**src/rtl/onchip_mem_arbiter.sv**
```systemverilog
// Two-master arbiter in front of a single-port 2048x32 on-chip RAM with read latency 1.
// The grant is combinational from the two requests and a small amount of state:
// the round-robin pointer, or the starvation counter in fixed-priority mode.
// Read data is steered back to the master that issued the read.
module onchip_mem_arbiter #(
  parameter int ADDR_W       = 11,
  parameter int DATA_W       = 32,
  parameter int BE_W         = 4,
  parameter int RR           = 1,
  parameter int STARVE_LIMIT = 8
) (
  input  logic              clk,
  input  logic              reset,
  input  logic [ADDR_W-1:0] a_address,
  input  logic [BE_W-1:0]   a_byteenable,
  input  logic              a_read,
  input  logic              a_write,
  input  logic [DATA_W-1:0] a_writedata,
  output logic              a_waitrequest,
  output logic [DATA_W-1:0] a_readdata,
  output logic              a_readdatavalid,
  input  logic [ADDR_W-1:0] b_address,
  input  logic [BE_W-1:0]   b_byteenable,
  input  logic              b_read,
  input  logic              b_write,
  input  logic [DATA_W-1:0] b_writedata,
  output logic              b_waitrequest,
  output logic [DATA_W-1:0] b_readdata,
  output logic              b_readdatavalid,
  output logic [ADDR_W-1:0] mem_address,
  output logic [BE_W-1:0]   mem_byteenable,
  output logic              mem_chipselect,
  output logic              mem_write,
  output logic [DATA_W-1:0] mem_writedata,
  output logic              mem_clken,
  input  logic [DATA_W-1:0] mem_readdata
);

  typedef enum logic {MST_A = 1'b0, MST_B = 1'b1} mst_e;

  localparam logic [7:0] STARVE_LIM = 8'(STARVE_LIMIT);

  logic       req_a, req_b;
  logic       gnt_a, gnt_b;
  logic       rd_acc;
  mst_e       last_grant_q, last_grant_d;
  mst_e       rd_id_q, rd_id_d;
  logic       rd_pend_q, rd_pend_d;
  logic [7:0] starve_q, starve_d;

  assign req_a = a_read | a_write;
  assign req_b = b_read | b_write;

  // Grant selection; nothing is granted while reset is high.
  always_comb begin
    gnt_a = 1'b0;
    gnt_b = 1'b0;
    if (!reset) begin
      if (req_a && req_b) begin
        if (RR != 0) begin
          if (last_grant_q == MST_B) gnt_a = 1'b1;
          else                       gnt_b = 1'b1;
        end else begin
          if (starve_q == STARVE_LIM) gnt_b = 1'b1;
          else                        gnt_a = 1'b1;
        end
      end else if (req_a) begin
        gnt_a = 1'b1;
      end else if (req_b) begin
        gnt_b = 1'b1;
      end
    end
  end

  // A requester that is not granted waits; an idle master sees waitrequest low.
  assign a_waitrequest = reset | (req_a & ~gnt_a);
  assign b_waitrequest = reset | (req_b & ~gnt_b);

  // RAM drive muxed from the granted master; zeros when nobody is granted.
  always_comb begin
    mem_address    = '0;
    mem_byteenable = '0;
    mem_writedata  = '0;
    mem_write      = 1'b0;
    if (gnt_a) begin
      mem_address    = a_address;
      mem_byteenable = a_byteenable;
      mem_writedata  = a_writedata;
      mem_write      = a_write;
    end else if (gnt_b) begin
      mem_address    = b_address;
      mem_byteenable = b_byteenable;
      mem_writedata  = b_writedata;
      mem_write      = b_write;
    end
  end

  assign mem_chipselect = gnt_a | gnt_b;
  assign mem_clken      = ~reset;

  // A read with write also high is a write, so it never produces a return beat.
  assign rd_acc = (gnt_a & a_read & ~a_write) | (gnt_b & b_read & ~b_write);

  // Next-state for the read-return tracker, round-robin pointer and starvation counter.
  always_comb begin
    rd_pend_d    = rd_acc;
    rd_id_d      = rd_id_q;
    last_grant_d = last_grant_q;
    starve_d     = starve_q;
    if (rd_acc) rd_id_d = gnt_b ? MST_B : MST_A;
    if (gnt_a)      last_grant_d = MST_A;
    else if (gnt_b) last_grant_d = MST_B;
    if (RR != 0 || !req_b || gnt_b) starve_d = '0;
    else if (starve_q != 8'hFF)     starve_d = starve_q + 8'd1;
  end

  // State registers; last_grant resets to B so A wins the first contention.
  always_ff @(posedge clk or posedge reset) begin
    if (reset) begin
      rd_pend_q    <= 1'b0;
      rd_id_q      <= MST_A;
      last_grant_q <= MST_B;
      starve_q     <= '0;
    end else begin
      rd_pend_q    <= rd_pend_d;
      rd_id_q      <= rd_id_d;
      last_grant_q <= last_grant_d;
      starve_q     <= starve_d;
    end
  end

  assign a_readdatavalid = rd_pend_q & (rd_id_q == MST_A) & ~reset;
  assign b_readdatavalid = rd_pend_q & (rd_id_q == MST_B) & ~reset;
  assign a_readdata      = a_readdatavalid ? mem_readdata : '0;
  assign b_readdata      = b_readdatavalid ? mem_readdata : '0;

endmodule

```
**config.mk**
```make
export PLATFORM = sky130hd
export DESIGN_NAME = onchip_mem_arbiter
export DESIGN_NICKNAME = d
export VERILOG_FILES = /design/src/rtl/onchip_mem_arbiter.sv
export SDC_FILE = /design/constraint.sdc
export NUM_CORES = 1
export LEC_CHECK = 0
export CAP_MARGIN = 20
export CORE_AREA = 2 2 97 99
export CTS_CLUSTER_SIZE = 16
export DETAILED_ROUTE_END_ITERATION = 16
export DIE_AREA = 0 0 99 101
export SETUP_SLACK_MARGIN = 0.15
export SYNTH_ARGS = -nofsm -noshare
export SYNTH_HDL_FRONTEND = slang
export SYNTH_SLANG_ARGS = --single-unit
export TNS_END_PERCENT = 50
```
**constraint.sdc**
```tcl
create_clock -name clk -period 2.1 [get_ports clk]
set_clock_uncertainty 0.2 [all_clocks]
set_input_delay 0.42 -clock clk [delete_from_list [all_inputs] [get_ports clk]]
set_output_delay 0.42 -clock clk [all_outputs]
set_load 0.03 [all_outputs]
```
==> results.md, run 1 <==
| Stage | Item | Value |
| --- | --- | --- |
| logic synthesis | Biggest area contributors in the synthesized netlist | a22o_1, and2_1, buf_6, dfrtp_1, dfstp_2 |
| die | Horizontal die dimension | 99 µm |
| critical path | Startpoint type of the worst setup path | register |
| critical path | Slowest-stage cell, CP | dfstp_2 |
| logic synthesis | Share of synthesized area occupied by flip-flops and latches | 6.50% |
| placed design | Buffers on Ports | 249 |
| power and ir drop | Power consumption | 1980 µW |
| critical path | Data arrival at the endpoint of the critical path | 1.71 ns |
| logic synthesis | Synthesized area per cell | 7.38 µm² |
| final layout | Total of fill cells in the finished design | 726 |
| clocking | Clock-pin transition on the worst setup and hold timing paths | 0.03 ns |
| logic synthesis | Fraction of the mapped netlist area in adder cells | 0% |
| critical path | Flop2flop setup slack | 0.28 ns |
| die | IO Count | 250 |
| power and ir drop | Reported leakage power | 0.00238 µW |
| logic synthesis | Fraction of the mapped netlist area in simple logic gates | 41.9% |
| sta | Slew at the pin with the worst max-slew slack | 0.411 ns |
| logic synthesis | Post-synth ARST share | 100% |
| final layout | Most frequent cells in the layout | clkdlybuf4s50_1, buf_6, and2_4, a22o_4, buf_4 |
| critical path | Buffer and inverter count on the worst path | 4 |
| sta | Final Cycle Share | 111% |
| drt | # DRC | 0 |
| logic synthesis | Most instantiated flip-flop cell in the synthesis netlist | dfrtp_1 |
| logic synthesis | Count of cell types in the netlist | 26 |
| final layout | Area taken by flip-flops and latches | 76.3 µm² |
| critical path | Cell-by-cell listing of the critical path | o21ba_4 -> nor3_4 -> buf_6 -> buf_6 -> buf_12 -> a22o_1 -> buf_6 |
| logic synthesis | Post-synthesis compound-gate area fraction | 41.4% |
| critical path | Critical path class | reg -> out |
| sta | Headroom to the max-slew limit | 72.4% |
| clocking | Count of H-tree levels built during CTS | 1 |
| final layout | Most common cell after layout, fill and taps aside | clkdlybuf4s50_1 |
| logic synthesis | Post-synthesis sequential element count | 3 |
| sta | Final sum of negative setup slack | -9.29 ns |
| drt | Detailed router's first-iteration violation count | 20 |
| critical path | Maximum cell stage delay along the critical path | 0.53 ns |
| die | Count of standard-cell rows | 35 |
| critical path | Critical Path Most Common Cell | buf_6 |
| sta | Max Clock Freq | 428 MHz |
| logic synthesis | Area share of the largest cell type after synthesis | 35.8% |
| sta | RSZ-0062 raised after global routing | yes |
| drt | Vias/cell | 4.38 |
| grt | Aggregate global routing overflow | 0 |
| drt | Remaining antenna violation count after routing | 0 |
| drt | WL final | 9530 µm |
| sta | Final Max Tran Viols | 0 |
| sta | Post-route minimum period | 2.33 ns |
| clocking | CTS tree | done |
| critical path | Capture point of the worst path | mem_writedata[0] |
| logic synthesis | Synth Cell Area | 1170 µm² |
| critical path | Reg-to-reg endpoint | rd_id_q$_DFFE_PP0P_ |
| critical path | Worst r2r path cells | 7 |
| run status | Failing checks | setup timing |
| sta | Final hold slack | 0.0484 ns |
| critical path | Number of stages on the worst setup path | 7 |
| logic synthesis | Xor and xnor area share after synthesis | 0% |
| logic synthesis | Multiplexer area fraction after synthesis | 0% |
| clocking | Clock Tree Buf Depth | 2 |
| clocking | CTS Root Cell | clkbuf_8 |
| critical path | Top cell family by delay on the critical path | flip-flops |
| critical path | Crit Path Max Fanout | 13 |
| critical path | Critical path endpoint category | primary output |
| critical path | Timing startpoint of the critical path | last_grant_q$_DFFE_PP1P_ |
| logic synthesis | Net count after synthesis | 291 |
| power and ir drop | Power density of the placed cells | 381 nW/µm² |
| die | Area of the die | 10000 µm² |
| placed design | HPWL after DPL | 6520 µm |
| sta | Final setup slack of the worst path | -0.235 ns |
| final layout | Area delta synth->final | 343% |
| flow run | Max-capacitance violation count | 0 |
| critical path | Required time at the endpoint of the critical path | 1.48 ns |
| clocking | Num CTS Buffers | 3 |
| die | Starting utilization of the core area | 13.1% |
| run status | Run status | complete, but fails checks |
| final layout | Final instance area | 5200 µm² |
| grt | Number of global-route vias before repair | 2531 |
| logic synthesis | Number of flops mapped to enable cells by yosys | 0 |
| clocking | Number of clock sinks | 3 |
| sta | Number of failing hold endpoints at the final stage | 0 |
| grt | Number of antenna violations at the first check in global routing | 0 |
| die | Height of the die | 101 µm |
| final layout | Number of diodes | 0 |
| drt | Detailed-route via count | 2418 |
| clocking | Skew-Pair Late Insertion Delay | 0.21 ns |
| placed design | Instance area after placement | 3990 µm² |
| hold path | Class of the tightest hold or removal check | in -> async |
| grt | Tot GR Track Use | 16.6% |
| logic synthesis | Cell type contributing the most total cell area after synthesis | a22o_1 |
| final layout | Proportion of layout cells with a drive suffix above 1 | 66.9% |
| logic synthesis | Total number of yosys warnings | 0 |
| grt | Global-route wire length before repair | 13300 µm |
| grt | Pin count of the biggest net entering global routing | 18 |
| die | Core Footprint | 8980 µm² |
| final layout | Multi-input gate area in the final layout | 1510 µm² |
| critical path | Launching point of the worst reg2reg path | last_grant_q$_DFFE_PP1P_ |
| logic synthesis | Mapped Cells | 159 |
| placed design | Routability congestion estimate | 0.787 |
| sta | Final-report setup violation count | 48 |
| power and ir drop | Peak supply drop | 0.227 mV |
| drt | Average wire per standard cell | 17.3 µm |
| logic synthesis | Dominant combinational cell family by area after synthesis | simple AND/OR/NAND/NOR gates |
| drt | First-pass detailed-route iteration total | 5 |
| final layout | Number of nets in the layout | 574 |
-- final cells by class --
class,instances,share of cell area [%]
Clock buffer,4,0.866
Inverter,2,0.144
Multi-Input combinational cell,138,29.1
Sequential cell,3,1.47
Tap cell,111,2.67
Timing Repair Buffer,294,65.8
-- metrics by stage --
stage,std cells,util [%],setup WS (ns)
detailed placement,517,44.5,-0.520
finish,552,57.9,-0.235
CTS,543,54.3,-0.271
floorplan,159,-,0.101
global placement,517,44.5,-0.498
global route,552,57.9,-0.302
-- synthesized netlist by cell type, types with 2 or more instances --
cell and number:
and2_1 64, nor2_1 4, a22o_1 48, and3_1 2, nand2_1 3, nor3b_1 2, a21oi_1 2, buf_2 3
o21ai_0 3, dfrtp_1 2, clkbuf_1 6, buf_6 6
-- logic make-up after synthesis --
logic type      count (synthesis)
compound gates                 58
buf+inv                        18
flops                           3
simple gates                   80
-- worst min-delay path, cell delays in order --
cell and delay [ns]:
buf_2 0.14, inv_2 0.07, buf_4 0.15
-- timing repair --
action	in CTS	in global routing
hold buffers	0	0
pin swaps	41	38
buffers inserted	12	4
cloned	10	5
resized for setup	161	53
endpoints found under the setup margin	118	115
-- flip-flops by register name (all words and copies together), names as in the netlist --
register	cells
last_grant_q	1
rd_pend_q	1
rd_id_q	1
-- routing by layer --
layer	share of wire, %	track usage (%)
met2	57	34.3
met3	11	6.24
met5	0	0
met4	0.99	3.27
met1	31	15.3
-- where the power goes --
part | switching [µW] | internal [µW]
Sequential | 9.44 | 72.4
Clock | 36.1 | 129
Combinational | 735 | 999
-- worst min-delay path by stage --
stage                                    from                  end
after floorplan                         reset  rd_id_q$_DFFE_PP0P_
after CTS                               reset  rd_pend_q$_DFF_PP0_
final                                   reset  rd_pend_q$_DFF_PP0_
after global routing                    reset  rd_pend_q$_DFF_PP0_
after detailed placement  rd_id_q$_DFFE_PP0P_  rd_id_q$_DFFE_PP0P_
after global placement    rd_id_q$_DFFE_PP0P_  rd_id_q$_DFFE_PP0P_
No activity file was read; power rests on OpenSTA's default activity.
==> run 2: changes to the inputs <==
CORE_AREA = 2 2 98 100   (was 2 2 97 99)
DIE_AREA = 0 0 100 102   (was 0 0 99 101)
clock period = 2.8 ns   (was 2.1 ns; I/O delays follow)
==> run 2 against run 1 <==
Effect of this change:
- the flow now finishes without violations
- total power is 41% lower
- cell area is 24% lower
- first-iteration DRC count up 140%
- combinational power fell by 44%
- routed wire length fell by 15%
- critical path depth shrank 1
- sequential cell count unchanged
- cell count is 3.3% lower
- highest routed layer unchanged
==> results.md, run 2 (synthesis gave the netlist of run 1 again) <==
| Stage | Item | Value | Delta |
| --- | --- | --- | --- |
| clocking | Num CTS Buffers | 3 | unchanged |
| drt | Average wire per standard cell | 15.1 µm | was 17.3 µm |
| die | IO Count | 250 | unchanged |
| critical path | Launching point of the worst reg2reg path | last_grant_q$_DFFE_PP1P_ | unchanged |
| grt | Global-route wire length before repair | 10500 µm | was 13300 µm |
| final layout | Final instance area | 3940 µm² | was 5200 µm² |
| sta | Post-route minimum period | 2.55 ns |  |
| die | Horizontal die dimension | 100 µm | was 99 µm |
| sta | Final Cycle Share | 91.1% |  |
| final layout | Final cell count without fillers | 534 | was 552 |
| critical path | Data arrival at the endpoint of the critical path | 1.79 ns | was 1.71 ns |
| critical path | Reg-to-reg endpoint | rd_id_q$_DFFE_PP0P_ | unchanged |
| die | Count of standard-cell rows | 35 | unchanged |
| power and ir drop | Reported leakage power | 0.00187 µW | was 0.00238 µW |
| clocking | Count of H-tree levels built during CTS | 1 | unchanged |
| critical path | Crit Path Max Fanout | 6 | was 13 |
| sta | RSZ-0062 raised after global routing | no | was yes |
| power and ir drop | Power density of the placed cells | 295 nW/µm² | was 381 nW/µm² |
| final layout | Number of diodes | 0 | unchanged |
| drt | Remaining antenna violation count after routing | 0 | unchanged |
| die | Height of the die | 102 µm | was 101 µm |
| grt | Tot GR Track Use | 12.8% | was 16.6% |
| placed design | HPWL after DPL | 6220 µm | was 6520 µm |
| power and ir drop | Peak supply drop | 0.131 mV | was 0.227 mV |
| grt | Number of antenna violations at the first check in global routing | 0 | unchanged |
| final layout | Largest registers in the final layout | last_grant_q (1), rd_id_q (1), rd_pend_q (1) | unchanged |
| drt | Vias/cell | 4.28 | was 4.38 |
| critical path | Worst r2r path cells | 3 | was 7 |
| sta | Final-report setup violation count | 0 | was 48 |
| sta | Max Clock Freq | 392 MHz |  |
| clocking | Clock Tree Buf Depth | 2 | unchanged |
| hold path | Class of the tightest hold or removal check | in -> async | unchanged |
| run status | Run status | finished, final reports clean | was complete, but fails checks |
| sta | Final sum of negative setup slack | 0 ns | was -9.29 ns |
| sta | Slew at the pin with the worst max-slew slack | 0.349 ns | was 0.411 ns |
| clocking | CTS Root Cell | clkbuf_8 | unchanged |
| die | Area of the die | 10200 µm² | was 10000 µm² |
| critical path | Critical path endpoint category | primary output | unchanged |
| sta | Number of failing hold endpoints at the final stage | 0 | unchanged |
| drt | Detailed router's first-iteration violation count | 47 | was 20 |
| final layout | Proportion of layout cells with a drive suffix above 1 | 38.5% | was 66.9% |
| drt | WL final | 8080 µm | was 9530 µm |
| final layout | Number of nets in the layout | 556 | was 574 |
| placed design | Post-Place Worst Slack | -0.0539 ns | was -0.520 ns |
| drt | # DRC | 0 | unchanged |
| critical path | Required time at the endpoint of the critical path | 2.04 ns | was 1.48 ns |
| placed design | Buffers on Ports | 249 | unchanged |
| final layout | Area delta synth->final | 235% | was 343% |
| clocking | CTS tree | done | unchanged |
| critical path | Startpoint type of the worst setup path | register | unchanged |
| grt | Number of global-route vias before repair | 2066 | was 2531 |
| sta | Headroom to the max-slew limit | 76.6% | was 72.4% |
| die | Starting utilization of the core area | 12.9% | was 13.1% |
| die | Core Footprint | 9110 µm² | was 8980 µm² |
| final layout | Most common cell after layout, fill and taps aside | clkdlybuf4s50_1 | unchanged |
| flow run | Max-capacitance violation count | 0 | unchanged |
| grt | Pin count of the biggest net entering global routing | 34 | was 18 |
| placed design | Routability congestion estimate | 0.773 | was 0.787 |
| clocking | Clock-pin transition on the worst setup and hold timing paths | 0.03 ns | about the same |
| sta | Final setup slack of the worst path | 0.250 ns | was -0.235 ns |
| sta | Final Max Tran Viols | 0 | unchanged |
| placed design | Cell count after placement | 519 | was 517 |
| drt | First-pass detailed-route iteration total | 4 | was 5 |
| critical path | Flop2flop setup slack | 1.38 ns | was 0.28 ns |
| clocking | Skew-Pair Late Insertion Delay | 0.22 ns | was 0.21 ns |
| placed design | Instance area after placement | 3630 µm² | was 3990 µm² |
| grt | Aggregate global routing overflow | 0 | unchanged |
| critical path | Critical path class | reg -> out | unchanged |
| final layout | Most frequent cells in the layout | clkdlybuf4s50_1, buf_4, and2_1, a22o_1, buf_6 | was clkdlybuf4s50_1, buf_6, and2_4, a22o_4, buf_4 |
| drt | Detailed-route via count | 2283 | was 2418 |
| clocking | CTS hold repair buffers | 0 | unchanged |
| clocking | Number of clock sinks | 3 | unchanged |
[run 2: changes by cell type in the layout (fill, tap and decap cells not counted), moves of 8 or more]
cell / delta
and2_1: +64
buf_16: -8
buf_6: -103
a22o_2: -9
a22o_4: -33
a22o_1: +42
buf_4: +99
and2_4: -64
[run 2: metrics by stage]
step	utilization, %	total power [µW]	hold slack (ns)
4_1_cts	41.9	1120	0.357
3_3_place_gp	39.9	929	0.347
6_report	43.2	1160	0.307
2_1_floorplan	-	492	0.171
3_5_place_dp	39.9	933	0.353
5_1_grt	43.2	1210	0.332
[run 2: worst max-delay path by stage]
stage / from / endpoint / depth (start not counted)
finish: last_grant_q$_DFFE_PP1P_ / mem_writedata[1] / 6
global route: last_grant_q$_DFFE_PP1P_ / mem_writedata[9] / 6
CTS: b_read / mem_writedata[0] / 7
detailed placement: reset / mem_address[9] / 6
global placement: a_write / mem_writedata[0] / 6
floorplan: reset / a_readdata[22] / 4
[run 2: report_power, final]
group	switching (µW)	internal [µW]	total [µW]
Sequential	8.20	54.4	62.6
Combinational	461	509	970
Clock	31.0	97.3	128
Total	500	660	1160
[run 2: cell type report]
| class | count | area [µm²] |
|---|---|---|
| fill | 892 | 5170 |
| timing repair buffer | 276 | 2640 |
| tap | 111 | 139 |
| multi-input combinational | 138 | 1030 |
| sequential | 3 | 76.3 |
| clock buffer | 4 | 45.0 |
| inverter | 2 | 7.51 |
[run 2: critical path, cell delays in order (launching register included)]
cell and delay [ns]:
dfstp_2 0.57, o21ba_4 0.18, nor3_4 0.19, buf_6 0.17
buf_12 0.13, a22o_1 0.18, buf_6 0.14
[run 2: what timing repair did]
item                       in CTS  in global routing
pin swaps                       4                  5
cloned                          2                  4
setup endpoints to repair     113                 47
gates resized for setup        27                 13
buffers inserted                2                  3
[run 2: metal layers]
metal,GRT usage (%),routed length [µm],up-vias
met2,26.2,4360,111
met4,3.27,116,0
met3,2.12,569,10
met5,0,0,-
li1,-,-,1115
met1,13.5,3030,1047
==> run 3: changes to the inputs <==
CORE_AREA = 4 4 94 96   (was 2 2 98 100)
DIE_AREA = 0 0 98 100   (was 0 0 100 102)
PLACE_DENSITY = 0.67   (was not set)
==> run 3 against run 2 <==
Effect of this change:
- critical path depth up 1
- sequential cell count unchanged
- fmax down 1.2%
- clock power about the same
- critical path type is now in -> out
- worst setup slack worse by 0.032 ns
- combinational power about the same
- register-to-register slack about the same
- sequential share of layout area about the same
- total power down 0.17%
==> results.md, run 3 (synthesis gave the netlist of run 1 again) <==
| Stage | Item | Value | Delta |
| --- | --- | --- | --- |
| power and ir drop | Switching portion of total power | 42.7% | was 43.1% |
| drt | First-pass detailed-route iteration total | 4 | unchanged |
| critical path | Data arrival at the endpoint of the critical path | 1.82 ns | was 1.79 ns |
| flow run | Max-capacitance violation count | 0 | unchanged |
| drt | Detailed router's first-iteration violation count | 15 | was 47 |
| drt | Average wire per standard cell | 15.0 µm | was 15.1 µm |
| placed design | Buffers on Ports | 249 | unchanged |
| critical path | Launching point of the worst reg2reg path | last_grant_q$_DFFE_PP1P_ | unchanged |
| run status | Run status | finished, final reports clean | unchanged |
| grt | Tot GR Track Use | 14.2% | was 12.8% |
| grt | Global-route wire length before repair | 11400 µm | was 10500 µm |
| final layout | Number of diodes | 0 | unchanged |
| clocking | Skew-Pair Late Insertion Delay | 0.22 ns | about the same |
| drt | WL final | 7910 µm | was 8080 µm |
| power and ir drop | Relative contribution of the clock network to total power | 10.9% | was 11.1% |
| critical path | Reg-to-reg endpoint | rd_id_q$_DFFE_PP0P_ | unchanged |
| critical path | Maximum cell stage delay along the critical path | 0.27 ns | was 0.57 ns |
| die | Starting utilization of the core area | 14.6% | was 12.9% |
| sta | Final Max Tran Viols | 0 | unchanged |
| critical path | Number of stages on the worst setup path | 7 | was 6 |
| critical path | Top cell family by delay on the critical path | buffers and inverters | was flip-flops |
| sta | Final hold slack | 0.356 ns | was 0.307 ns |
| final layout | Largest registers in the final layout | last_grant_q (1), rd_id_q (1), rd_pend_q (1) | unchanged |
| critical path | Worst r2r path cells | 3 | unchanged |
| power and ir drop | Net switching power | 494 µW | was 500 µW |
| critical path | Flop2flop setup slack | 1.37 ns | was 1.38 ns |
| final layout | Most common cell after layout, fill and taps aside | clkdlybuf4s50_1 | unchanged |
| clocking | Clock-pin transition on the worst setup and hold timing paths | 0.03 ns | about the same |
| critical path | Critical path class | in -> out | was reg -> out |
| sta | Final-report setup violation count | 0 | unchanged |
| die | Height of the die | 100 µm | was 102 µm |
| power and ir drop | Peak supply drop | 0.184 mV | was 0.131 mV |
| sta | Final setup slack of the worst path | 0.219 ns | was 0.250 ns |
| placed design | Post-Place Worst Slack | -0.0850 ns | was -0.0539 ns |
| clocking | CTS tree | done | unchanged |
| critical path | Critical path endpoint category | primary output | unchanged |
| placed design | Routability congestion estimate | 0.818 | was 0.773 |
| critical path | Crit Path Max Fanout | 16 | was 6 |
| drt | Remaining antenna violation count after routing | 0 | unchanged |
| drt | # DRC | 0 | unchanged |
| drt | Detailed-route via count | 2229 | was 2283 |
| critical path | Buffer and inverter count on the worst path | 5 | was 3 |
| die | Horizontal die dimension | 98 µm | was 100 µm |
| die | IO Count | 250 | unchanged |
| grt | Number of antenna violations at the first check in global routing | 0 | unchanged |
| placed design | Cell count after placement | 513 | was 519 |
| critical path | Cell-by-cell listing of the critical path | dlygate4sd2_1 -> buf_6 -> nor3_4 -> buf_6 -> buf_12 -> a22o_1 -> buf_6 | was o21ba_4 -> nor3_4 -> buf_6 -> buf_12 -> a22o_1 -> buf_6 |
| clocking | CTS Root Cell | clkbuf_8 | unchanged |
| die | Count of standard-cell rows | 33 | was 35 |
| power and ir drop | Power consumption | 1160 µW | about the same |
| power and ir drop | Power density of the placed cells | 293 nW/µm² | was 295 nW/µm² |
| critical path | Capture point of the worst path | mem_address[3] | was mem_writedata[1] |
| final layout | Final cell count without fillers | 527 | was 534 |
| die | Area of the die | 9800 µm² | was 10200 µm² |
| sta | Post-route minimum period | 2.58 ns | was 2.55 ns |
| power and ir drop | Internal power of the cells | 664 µW | was 660 µW |
| grt | Aggregate global routing overflow | 0 | unchanged |
| sta | RSZ-0062 raised after global routing | yes | was no |
| power and ir drop | Reported leakage power | 0.00187 µW | about the same |
| sta | Headroom to the max-slew limit | 79.1% | was 76.6% |
| clocking | Clock Tree Buf Depth | 2 | unchanged |
| clocking | CTS hold repair buffers | 0 | unchanged |
| clocking | Number of clock sinks | 3 | unchanged |
| sta | Slew at the pin with the worst max-slew slack | 0.311 ns | was 0.349 ns |
| die | Core Footprint | 8050 µm² | was 9110 µm² |
| critical path | Startpoint type of the worst setup path | input port | was register |
| critical path | Slowest-stage cell, CP | dlygate4sd2_1 | was dfstp_2 |
| final layout | Total of fill cells in the finished design | 785 | was 892 |
| power and ir drop | Comb pwr share | 83.5% | was 83.6% |
| clocking | Num CTS Buffers | 3 | unchanged |
| final layout | Most frequent cells in the layout | clkdlybuf4s50_1, buf_4, and2_1, a22o_1, buf_6 | unchanged |
| critical path | Required time at the endpoint of the critical path | 2.04 ns | about the same |
| final layout | Area taken by flip-flops and latches | 76.3 µm² | unchanged |
| clocking | Count of H-tree levels built during CTS | 1 | unchanged |
| grt | Pin count of the biggest net entering global routing | 34 | unchanged |
| power and ir drop | Part of the power in registers | 5.6% | was 5.4% |
| final layout | Multi-input gate area in the final layout | 1030 µm² | about the same |
| hold path | Class of the tightest hold or removal check | reg -> reg | was in -> async |
| critical path | Critical Path Most Common Cell | buf_6 | unchanged |
| grt | Number of global-route vias before repair | 2258 | was 2066 |
| drt | Vias/cell | 4.23 | was 4.28 |
| sta | Number of failing hold endpoints at the final stage | 0 | unchanged |
| sta | Final Cycle Share | 92.2% | was 91.1% |
| final layout | Number of nets in the layout | 555 | was 556 |
| sta | Max Clock Freq | 387 MHz | was 392 MHz |
| final layout | Area delta synth->final | 237% | was 235% |
| placed design | HPWL after DPL | 6530 µm | was 6220 µm |
| final layout | Proportion of layout cells with a drive suffix above 1 | 38.4% | was 38.5% |
| critical path | Timing startpoint of the critical path | reset | was last_grant_q$_DFFE_PP1P_ |
run 3: cell count changes in the layout (fill, tap and decap cells not counted):
cell           before  now
nor2_2              0    1
dlygate4sd2_1       0    1
a22o_4              1    2
buf_4             115  101
buf_12              9   10
nor2_4              1    0
clkbuf_16           3    1
buf_6              16   30
clkbuf_2            4    3
a22o_1             47   46
run 3: worst min path at each step:
stage,from,end,slack (ns),cells after the start
finish,rd_id_q$_DFFE_PP0P_,rd_id_q$_DFFE_PP0P_,0.36,2
global placement,rd_id_q$_DFFE_PP0P_,rd_id_q$_DFFE_PP0P_,0.35,2
global route,last_grant_q$_DFFE_PP1P_,last_grant_q$_DFFE_PP1P_,0.39,2
floorplan,reset,rd_id_q$_DFFE_PP0P_,0.17,1
CTS,rd_id_q$_DFFE_PP0P_,rd_id_q$_DFFE_PP0P_,0.36,2
detailed placement,rd_id_q$_DFFE_PP0P_,rd_id_q$_DFFE_PP0P_,0.36,2
run 3: layer usage:
metal / routed length (µm) / part of all wire (%) / up-vias / GRT usage (%)
met3: 649 / 8.2 / 10 / 3.68
met1: 2850 / 36 / 996 / 15.1
met2: 4300 / 54 / 112 / 28.2
met4: 113 / 1.4 / 0 / 2.77
li1: - / - / 1111 / -
met5: 0 / 0 / - / 0
run 3: tightest hold or removal path, stage by stage, from the launching register on:
cell     delay (ns)
dfrtp_1        0.38
inv_1          0.07
a21oi_1        0.06
run 3: layout make-up:
type / count / area share [%]
well taps: 105 / 3.32
inverters: 2 / 0.190
clock buffers: 4 / 1.14
multi-input cells: 138 / 26.1
repair buffers: 275 / 67.4
flip-flops and latches: 3 / 1.93
run 3: stage by stage:
stage | setup TNS [ns] | util [%] | area, µm²
floorplan | 0 | - | 1170
global placement | -0.545 | 45.3 | 3650
detailed placement | -0.913 | 45.3 | 3650
CTS | 0 | 48.7 | 3930
global route | 0 | 49.2 | 3960
finish | 0 | 49.2 | 3960
run 3: power groups by stage:
stage               Clock (µW)  Sequential (µW)  Combinational [µW]
detailed placement           0             64.7                 877
global route               132             65.7                1020
CTS                        129             64.7                 961
global placement             0             64.0                 871
floorplan                    0             60.8                 432
finish                     126             64.4                 968
run 3: what timing repair did:
item / CTS / global route
endpoints found under the setup margin: 112 / 47
endpoints found under the hold margin: 0 / 0
pin swaps: 3 / 8
setup buffers: 7 / 0
gates cloned: 2 / 1
gates resized for setup: 40 / 13
